$ cat src/rtl/ahb_apb_pkg.sv
// Shared APB completer types: bus phase encoding, violation codes and a
// small helper to detect more than one active slave select.
package ahb_apb_pkg;

  typedef enum logic [1:0] {
    IDLE   = 2'd0,
    SETUP  = 2'd1,
    ACCESS = 2'd2
  } apb_phase_e;

  typedef enum logic [2:0] {
    NONE       = 3'd0,
    NO_SETUP   = 3'd1,
    EXT_ACCESS = 3'd2,
    ADDR_CHG   = 3'd3,
    SETUP_DROP = 3'd4,
    MULTI_SEL  = 3'd5
  } apb_err_e;

  localparam int unsigned PSEL_W = 3;

  // True when two or more select lines are high at once.
  function automatic logic multi_hot(input logic [PSEL_W-1:0] sel_vec);
    return (sel_vec & (sel_vec - {{(PSEL_W-1){1'b0}}, 1'b1})) != '0;
  endfunction

endpackage

$ cat src/rtl/apb_slv_mem_array.sv
// Word storage for the APB completer: one synchronous write port and one
// combinational read port whose output the parent captures in a register.
module apb_slv_mem_array #(
  parameter int DEPTH = 64,
  parameter int AW    = $clog2(DEPTH)
) (
  input  logic          i_clk,
  input  logic          i_we,
  input  logic [AW-1:0] i_waddr,
  input  logic [31:0]   i_wdata,
  input  logic [AW-1:0] i_raddr,
  output logic [31:0]   o_rdata
);

  logic [31:0] r_mem [DEPTH];

  // Commit one word per edge; contents survive reset on purpose.
  always_ff @(posedge i_clk) begin
    if (i_we) begin
      r_mem[i_waddr] <= i_wdata;
    end
  end

  assign o_rdata = r_mem[i_raddr];

endmodule

$ cat src/rtl/apb_slave_responder.sv
// APB completer for the far end of the bridge: decodes a word window at
// BASE_ADDR, serves reads/writes from a local array, tracks the SETUP/ACCESS
// handshake and records protocol violations plus access statistics.
module apb_slave_responder
  import ahb_apb_pkg::*;
#(
  parameter int          SEL_IDX   = 0,
  parameter logic [31:0] BASE_ADDR = 32'h8000_0000,
  parameter int          DEPTH     = 64,
  parameter logic [31:0] OOR_RDATA = 32'h0000_0000
) (
  input  logic        Pclk,
  input  logic        Preset,
  input  logic [2:0]  Pselx,
  input  logic        Penable,
  input  logic        Pwrite,
  input  logic [31:0] Paddr,
  input  logic [31:0] Pwdata,
  output logic [31:0] Prdata,
  input  logic        err_clr,
  output logic        prot_err,
  output logic [2:0]  err_code,
  output logic        oor_hit,
  output logic [15:0] wr_count,
  output logic [15:0] rd_count
);

  localparam int          AW   = $clog2(DEPTH);
  localparam logic [31:0] SPAN = 32'(DEPTH) << 2;

  // Registered state
  apb_phase_e    r_state;
  logic [31:0]   r_addr;
  logic          r_write;
  logic          r_in_range;
  logic [AW-1:0] r_index;
  logic [31:0]   r_prdata;
  logic          r_prot_err;
  logic [2:0]    r_err_code;
  logic          r_oor_hit;
  logic [15:0]   r_wr_count;
  logic [15:0]   r_rd_count;

  // Combinational decode and control
  logic          w_sel;
  logic [31:0]   w_offset;
  logic          w_in_range;
  logic [AW-1:0] w_index;
  logic          w_match;
  logic [31:0]   w_rdata;
  apb_phase_e    w_state_next;
  apb_err_e      w_err;
  logic          w_we;
  logic          w_mem_we;
  logic          w_wr_inc;
  logic          w_rd_inc;
  logic          w_oor_set;
  logic          w_setup_latch;
  logic [31:0]   w_prdata_next;

  assign w_sel      = Pselx[SEL_IDX];
  assign w_offset   = Paddr - BASE_ADDR;
  assign w_in_range = (w_offset < SPAN) && (w_offset[1:0] == 2'b00);
  assign w_index    = w_offset[AW+1:2];
  assign w_match    = (Paddr == r_addr) && (Pwrite == r_write);

  // A write landing on the same edge as reset must never reach the array.
  assign w_mem_we = w_we && !Preset;

  apb_slv_mem_array #(
    .DEPTH (DEPTH),
    .AW    (AW)
  ) u_mem (
    .i_clk   (Pclk),
    .i_we    (w_mem_we),
    .i_waddr (r_index),
    .i_wdata (Pwdata),
    .i_raddr (w_index),
    .o_rdata (w_rdata)
  );

  // Phase register: reset returns the handshake tracker to IDLE.
  always_ff @(posedge Pclk) begin
    if (Preset) begin
      r_state <= IDLE;
    end else begin
      r_state <= w_state_next;
    end
  end

  // Next phase, commit strobes and violation classification for this edge.
  always_comb begin
    w_state_next  = r_state;
    w_err         = NONE;
    w_we          = 1'b0;
    w_wr_inc      = 1'b0;
    w_rd_inc      = 1'b0;
    w_oor_set     = 1'b0;
    w_setup_latch = 1'b0;
    w_prdata_next = r_prdata;

    if (w_sel) begin
      if (!Penable) begin
        // Setup from any phase; read data is fetched now so it is stable
        // for the whole access cycle that follows.
        w_state_next  = SETUP;
        w_setup_latch = 1'b1;
        if (!Pwrite) begin
          w_prdata_next = w_in_range ? w_rdata : OOR_RDATA;
        end
      end else begin
        case (r_state)
          SETUP: begin
            w_state_next = ACCESS;
            if (!r_in_range) begin
              w_oor_set = 1'b1;
            end
            if (!w_match) begin
              w_err = ADDR_CHG;
            end else if (r_write) begin
              if (r_in_range) begin
                w_we     = 1'b1;
                w_wr_inc = 1'b1;
              end
            end else begin
              w_rd_inc = 1'b1;
            end
          end
          ACCESS: begin
            // No wait states exist, so a second enable cycle is a fault.
            w_state_next = ACCESS;
            w_err        = EXT_ACCESS;
          end
          default: begin
            w_state_next = IDLE;
            w_err        = NO_SETUP;
          end
        endcase
      end
      // A handshake violation outranks a multi-select report on the same edge.
      if ((w_err == NONE) && multi_hot(Pselx)) begin
        w_err = MULTI_SEL;
      end
    end else begin
      w_state_next  = IDLE;
      w_prdata_next = '0;
      if (r_state == SETUP) begin
        w_err = SETUP_DROP;
      end
    end
  end

  // Setup-phase capture of address, direction and range decode.
  always_ff @(posedge Pclk) begin
    if (Preset) begin
      r_addr     <= '0;
      r_write    <= 1'b0;
      r_in_range <= 1'b0;
      r_index    <= '0;
    end else if (w_setup_latch) begin
      r_addr     <= Paddr;
      r_write    <= Pwrite;
      r_in_range <= w_in_range;
      r_index    <= w_index;
    end
  end

  // Read data register driving Prdata.
  always_ff @(posedge Pclk) begin
    if (Preset) begin
      r_prdata <= '0;
    end else begin
      r_prdata <= w_prdata_next;
    end
  end

  // Sticky status: clear wins over any event on the same edge, and only the
  // first violation after a clear is recorded in the code.
  always_ff @(posedge Pclk) begin
    if (Preset) begin
      r_prot_err <= 1'b0;
      r_err_code <= '0;
      r_oor_hit  <= 1'b0;
    end else if (err_clr) begin
      r_prot_err <= 1'b0;
      r_err_code <= '0;
      r_oor_hit  <= 1'b0;
    end else begin
      if (w_err != NONE) begin
        r_prot_err <= 1'b1;
        if (!r_prot_err) begin
          r_err_code <= w_err;
        end
      end
      if (w_oor_set) begin
        r_oor_hit <= 1'b1;
      end
    end
  end

  // Saturating completion counters, cleared only by reset.
  always_ff @(posedge Pclk) begin
    if (Preset) begin
      r_wr_count <= '0;
      r_rd_count <= '0;
    end else begin
      if (w_wr_inc && (r_wr_count != 16'hFFFF)) begin
        r_wr_count <= r_wr_count + 16'd1;
      end
      if (w_rd_inc && (r_rd_count != 16'hFFFF)) begin
        r_rd_count <= r_rd_count + 16'd1;
      end
    end
  end

  assign Prdata   = r_prdata;
  assign prot_err = r_prot_err;
  assign err_code = r_err_code;
  assign oor_hit  = r_oor_hit;
  assign wr_count = r_wr_count;
  assign rd_count = r_rd_count;

endmodule

$ cat config.mk
export PLATFORM = sky130hd
export DESIGN_NAME = apb_slave_responder
export DESIGN_NICKNAME = d
export VERILOG_FILES = /design/src/rtl/ahb_apb_pkg.sv /design/src/rtl/apb_slv_mem_array.sv /design/src/rtl/apb_slave_responder.sv
export SDC_FILE = /design/constraint.sdc
export NUM_CORES = 2
export LEC_CHECK = 0
export ABC_CLOCK_PERIOD_IN_PS = 4900
export BUFFER_PORTS_ARGS = -buffer_cell sky130_fd_sc_hd__buf_2
export CORE_MARGIN = 4
export CORE_UTILIZATION = 43
export DETAILED_ROUTE_END_ITERATION = 6
export GPL_ROUTABILITY_DRIVEN = 0
export SLEW_MARGIN = 10
export SYNTH_ARGS = -nofsm -noshare
export SYNTH_HDL_FRONTEND = slang
export SYNTH_HIERARCHICAL = 1
export SYNTH_SLANG_ARGS = --single-unit
$ cat constraint.sdc
create_clock -name Pclk -period 4.9 [get_ports Pclk]
set_input_delay 0.49 -clock Pclk [delete_from_list [all_inputs] [get_ports Pclk]]
set_output_delay 0.49 -clock Pclk [all_outputs]
set_load 0.02 [all_outputs]
==> run_summary.xml <==
<?xml version="1.0" encoding="UTF-8"?>
<metrics>
  <group name="outcome">
    <metric name="outcome" unit="">finished with violations</metric>
    <metric name="violations" unit="">DRC</metric>
  </group>
  <group name="yosys">
    <metric name="top_ff_cell_synth" unit="">sky130_fd_sc_hd__edfxtp_1</metric>
    <metric name="synthesis.nets" unit="">3972</metric>
    <metric name="syn-mean-instance-area" unit="µm²">21.2</metric>
    <metric name="yosysWarnings" unit="">6</metric>
    <metric name="synth_cell_types" unit="">56</metric>
    <metric name="ys_async_sr_fraction" unit="">0</metric>
    <metric name="synth_cells" unit="">3896</metric>
    <metric name="post_synthesis_cell_area" unit="µm²">82700</metric>
    <metric name="synth_edf_count" unit="">2048</metric>
    <metric name="seq_area_frac_synth" unit="">0.769</metric>
    <metric name="flops_latches_synth" unit="">2153</metric>
  </group>
  <group name="setup_path">
    <metric name="worst-r2r-setup-slack" unit="ns">1.09</metric>
    <metric name="critical_path_cell_count" unit="">11</metric>
    <metric name="reg2reg_from" unit="">r_addr[2]</metric>
    <metric name="critPathTopFamily" unit="">simple AND/OR/NAND/NOR gates</metric>
    <metric name="endpoint_kind" unit="">flop</metric>
    <metric name="slowest_delay" unit="ns">0.62</metric>
    <metric name="setup.worst_path.start_class" unit="">flop</metric>
    <metric name="crit_path_max_fanout" unit="">32</metric>
    <metric name="worstReg2RegEnd" unit="">u_mem/r_mem[56][13]</metric>
    <metric name="critical_path.n_buffers_inverters" unit="">3</metric>
    <metric name="worstPathRequired" unit="ns">5.39</metric>
    <metric name="critical_path.cell_chain" unit="">xor2_1 &gt; nor4_1 &gt; nand4_1 &gt; or3_1 &gt; nor4_1 &gt; buf_4 &gt; nor2b_1 &gt; nand2_1 &gt; buf_12 &gt; nor2_4 &gt; buf_12</metric>
    <metric name="crit_slowest_cell" unit="">sky130_fd_sc_hd__dfxtp_1</metric>
    <metric name="ff2ff_path_depth" unit="">11</metric>
    <metric name="critical_path.startpoint" unit="">r_addr[2]</metric>
    <metric name="worst-endpoint-arrival" unit="ns">4.30</metric>
    <metric name="worstSetupPathType" unit="">flop to flop</metric>
    <metric name="endpoint" unit="">u_mem/r_mem[56][13]</metric>
  </group>
  <group name="placed_design">
    <metric name="dpl.hpwl" unit="µm">129000</metric>
    <metric name="placement.io_buffers" unit="">140</metric>
  </group>
  <group name="pwr">
    <metric name="power_per_cell_area" unit="nW/µm²">394</metric>
    <metric name="power.switching_fraction" unit="">0.218</metric>
    <metric name="p_leak" unit="nW">30.0</metric>
    <metric name="worst_ir_drop_vdd" unit="mV">0.340</metric>
    <metric name="internal_power" unit="mW">29.4</metric>
    <metric name="power.share.clock" unit="">0.415</metric>
    <metric name="comb_power_share" unit="">0.050</metric>
    <metric name="net-switching-power" unit="mW">8.23</metric>
    <metric name="seq_power_share" unit="">0.535</metric>
  </group>
  <group name="cells_and_area">
    <metric name="synthToLayoutAreaGrowth" unit="%">15.7</metric>
    <metric name="regArea" unit="µm²">63600</metric>
    <metric name="n_fill_cell" unit="">15143</metric>
    <metric name="commonest_cells_after_routing_fill_and_taps_aside" unit="">2048 x sky130_fd_sc_hd__edfxtp_1, 544 x sky130_fd_sc_hd__mux4_2, 211 x sky130_fd_sc_hd__clkbuf_16, 150 x sky130_fd_sc_hd__nand2_1, 147 x sky130_fd_sc_hd__buf_4</metric>
    <metric name="final_nets" unit="">4358</metric>
    <metric name="post_route_cells_drive_above_1_share" unit="">0.287</metric>
    <metric name="multiInputGateArea" unit="µm²">18500</metric>
    <metric name="final_common_cell" unit="">sky130_fd_sc_hd__edfxtp_1</metric>
  </group>
  <group name="die">
    <metric name="initial_standard_cell_utilization_of_the_core" unit="">0.434</metric>
    <metric name="die_height" unit="µm">446</metric>
    <metric name="die_area" unit="µm²">199000</metric>
    <metric name="floorplan.die.width" unit="µm">446</metric>
    <metric name="boundaryPins" unit="">141</metric>
    <metric name="core.rowCount" unit="">160</metric>
    <metric name="core_area" unit="µm²">191000</metric>
  </group>
  <group name="cts">
    <metric name="cts_tree" unit="">yes</metric>
    <metric name="cts_buffer_depth" unit="">3</metric>
    <metric name="worst_skew_late_latency" unit="ns">0.84</metric>
    <metric name="cts.root.buffer_cell" unit="">sky130_fd_sc_hd__clkbuf_16</metric>
    <metric name="clkSinkCount" unit="">2153</metric>
    <metric name="clk_pin_slew_worst_paths" unit="ns">0.06</metric>
    <metric name="cts_made_buffers" unit="">211</metric>
    <metric name="ctsHtreeMaxLevel" unit="">4</metric>
  </group>
  <group name="detailed_routing">
    <metric name="postRouteWirelength" unit="µm">216000</metric>
    <metric name="antenna_left" unit="">0</metric>
    <metric name="drc_errors" unit="">1</metric>
    <metric name="num_vias" unit="">41573</metric>
    <metric name="drt-pass1-iter-count" unit="">7</metric>
    <metric name="wire_per_inst" unit="µm">30.9</metric>
    <metric name="drt-initial-drc-count" unit="">5632</metric>
    <metric name="routed_via_density" unit="">5.96</metric>
  </group>
  <group name="timing">
    <metric name="min_period" unit="ns">3.81</metric>
    <metric name="max_freq" unit="GHz">0.263</metric>
    <metric name="clock-skew-final" unit="ns">0.0451</metric>
    <metric name="slew_headroom" unit="">0.188</metric>
    <metric name="finalSetupTns" unit="ns">0</metric>
    <metric name="slew_violations" unit="">0</metric>
    <metric name="worst_slew_pin_slew" unit="ns">1.22</metric>
    <metric name="hold_violations" unit="">0</metric>
    <metric name="holdWs" unit="ns">0.0788</metric>
    <metric name="post-route-period-util" unit="">0.777</metric>
    <metric name="rsz0062_at_grt" unit="">no</metric>
    <metric name="setup_violations" unit="">0</metric>
  </group>
  <group name="worst_hold_path">
    <metric name="timing.hold.worst.class" unit="">input port to flop</metric>
  </group>
  <group name="global_route">
    <metric name="grt_pass1_vias" unit="">40749</metric>
    <metric name="grt.total_usage" unit="">0.217</metric>
    <metric name="grt_start_max_net_pins" unit="">103</metric>
    <metric name="antenna_found_initial" unit="">14</metric>
    <metric name="global_route_wire_length_before_repair" unit="µm">308000</metric>
    <metric name="grt_overflow_total" unit="">0</metric>
  </group>
  <group name="job">
    <metric name="max_cap_violations" unit="">0</metric>
  </group>
</metrics>
[worst reg2reg max path: cells and delay by family (launching register included)]
family        cells  cell delay [ns]
xor+xnor          1             0.18
buf+inv           3             0.73
flops             1             0.62
simple gates      7             1.88
[worst min path at each step]
stage / from / end / slack, ns / cells past startpoint
after CTS: Penable / r_state[1] / 0.0007 / 3
after global placement: Prdata[30] / Prdata[30] / 0.44 / 2
final: Penable / r_state[1] / 0.08 / 3
after global routing: Paddr[3] / r_addr[3] / 0.05 / 3
after detailed placement: Prdata[29] / Prdata[29] / 0.44 / 2
after floorplan: r_addr[0] / r_addr[0] / 0.45 / 2
[stage by stage]
step                cell area, µm²   util  worst slack (ns)  power [mW]  instances
finish                       95700  0.502              1.09        37.7       6976
global route                 95700  0.502             0.838        38.9       6974
CTS                          95700  0.502              1.16        38.0       6974
detailed placement           88600  0.465             0.847        22.4       6547
global placement             88600  0.465             0.758        22.4       6547
floorplan                    82700      -             0.573        21.5       3896
[cells by family (layout without fill, tap and decap cells)]
kind of cell | after synthesis | count (layout) | share of synthesized area
simple gates | 518 | 518 | 0.0290
other cells | 0 | 2 | 0
fa+ha+maj | 4 | 4 | 0.000605
buf+inv | 225 | 792 | 0.0127
xor+xnor | 59 | 59 | 0.00625
compound gates | 297 | 297 | 0.0222
mux | 640 | 640 | 0.160
flops | 2153 | 2153 | 0.769
[state kept, by name (all words and copies together), names as in the netlist]
| signal | count |
|---|---|
| wr_count | 16 |
| r_state | 2 |
| Prdata | 32 |
| r_write | 1 |
| u_mem/r_mem | 2048 |
| err_code | 3 |
| r_addr | 32 |
| prot_err | 1 |
| r_in_range | 1 |
| rd_count | 16 |
| oor_hit | 1 |
[cell usage after synthesis (3+ instances only)]
library cell / count / area share
sky130_fd_sc_hd__a21oi_1: 135 / 0.0082
sky130_fd_sc_hd__a22oi_1: 12 / 0.0011
sky130_fd_sc_hd__a311oi_1: 10 / 0.0011
sky130_fd_sc_hd__a31oi_1: 3 / 0.00023
sky130_fd_sc_hd__a41o_1: 4 / 0.00048
sky130_fd_sc_hd__and2_1: 4 / 0.00030
sky130_fd_sc_hd__and3_1: 10 / 0.00076
sky130_fd_sc_hd__and4_1: 5 / 0.00053
sky130_fd_sc_hd__buf_1: 23 / 0.0010
sky130_fd_sc_hd__buf_2: 58 / 0.0035
sky130_fd_sc_hd__buf_4: 25 / 0.0023
sky130_fd_sc_hd__buf_6: 5 / 0.00068
sky130_fd_sc_hd__clkbuf_1: 108 / 0.0049
sky130_fd_sc_hd__dfxtp_1: 105 / 0.025
sky130_fd_sc_hd__edfxtp_1: 2048 / 0.74
sky130_fd_sc_hd__ha_1: 4 / 0.00061
sky130_fd_sc_hd__inv_1: 6 / 0.00027
sky130_fd_sc_hd__mux2i_1: 96 / 0.012
sky130_fd_sc_hd__mux4_2: 544 / 0.15
sky130_fd_sc_hd__nand2_1: 150 / 0.0068
sky130_fd_sc_hd__nand2b_1: 11 / 0.00083
sky130_fd_sc_hd__nand3_1: 51 / 0.0031
sky130_fd_sc_hd__nand3b_1: 7 / 0.00064
sky130_fd_sc_hd__nand4_1: 17 / 0.0013
sky130_fd_sc_hd__nor2_1: 181 / 0.0082
sky130_fd_sc_hd__nor2b_1: 17 / 0.0013
sky130_fd_sc_hd__nor3_1: 17 / 0.0010
sky130_fd_sc_hd__nor4_1: 19 / 0.0014
sky130_fd_sc_hd__nor4b_1: 3 / 0.00032
sky130_fd_sc_hd__o21a_1: 3 / 0.00027
sky130_fd_sc_hd__o21ai_0: 6 / 0.00036
sky130_fd_sc_hd__o221ai_1: 27 / 0.0029
sky130_fd_sc_hd__o22ai_1: 84 / 0.0064
sky130_fd_sc_hd__o32ai_1: 4 / 0.00042
sky130_fd_sc_hd__or2_2: 3 / 0.00023
sky130_fd_sc_hd__or3_1: 7 / 0.00053
sky130_fd_sc_hd__or3b_2: 3 / 0.00032
sky130_fd_sc_hd__xnor2_1: 8 / 0.00085
sky130_fd_sc_hd__xor2_1: 51 / 0.0054
[layer usage]
layer,up-vias,track usage,part of all wire
li1,17058,-,-
met1,22381,0.323,0.42
met2,1865,0.334,0.47
met3,269,0.0359,0.079
met4,0,0.0586,0.026
met5,-,0,0
[area by class of cell]
type                       count  share of cell area
antenna                        2           0.0000523
inverter                       6            0.000235
sequential                  2153               0.665
clock buffer                 260              0.0579
tap                         2511              0.0328
timing repair buffer         392              0.0384
clock inverter               134              0.0121
multi-input combinational   1518               0.194
[what timing repair did]
action	in CTS	in global routing
hold endpoints to repair	36	0
hold buffers	33	0
resized for setup	0	0
setup buffers	0	0
setup endpoints to repair	0	0
[power by group through the flow]
stage | clock network, mW | registers [mW] | logic [mW]
2_1_floorplan | 0 | 20.5 | 0.958
3_3_place_gp | 0 | 20.5 | 1.89
3_5_place_dp | 0 | 20.5 | 1.90
4_1_cts | 15.9 | 20.1 | 1.92
5_1_grt | 16.8 | 20.1 | 2.00
6_report | 15.6 | 20.2 | 1.90
Note: power is estimated with default switching activity, not from simulation.
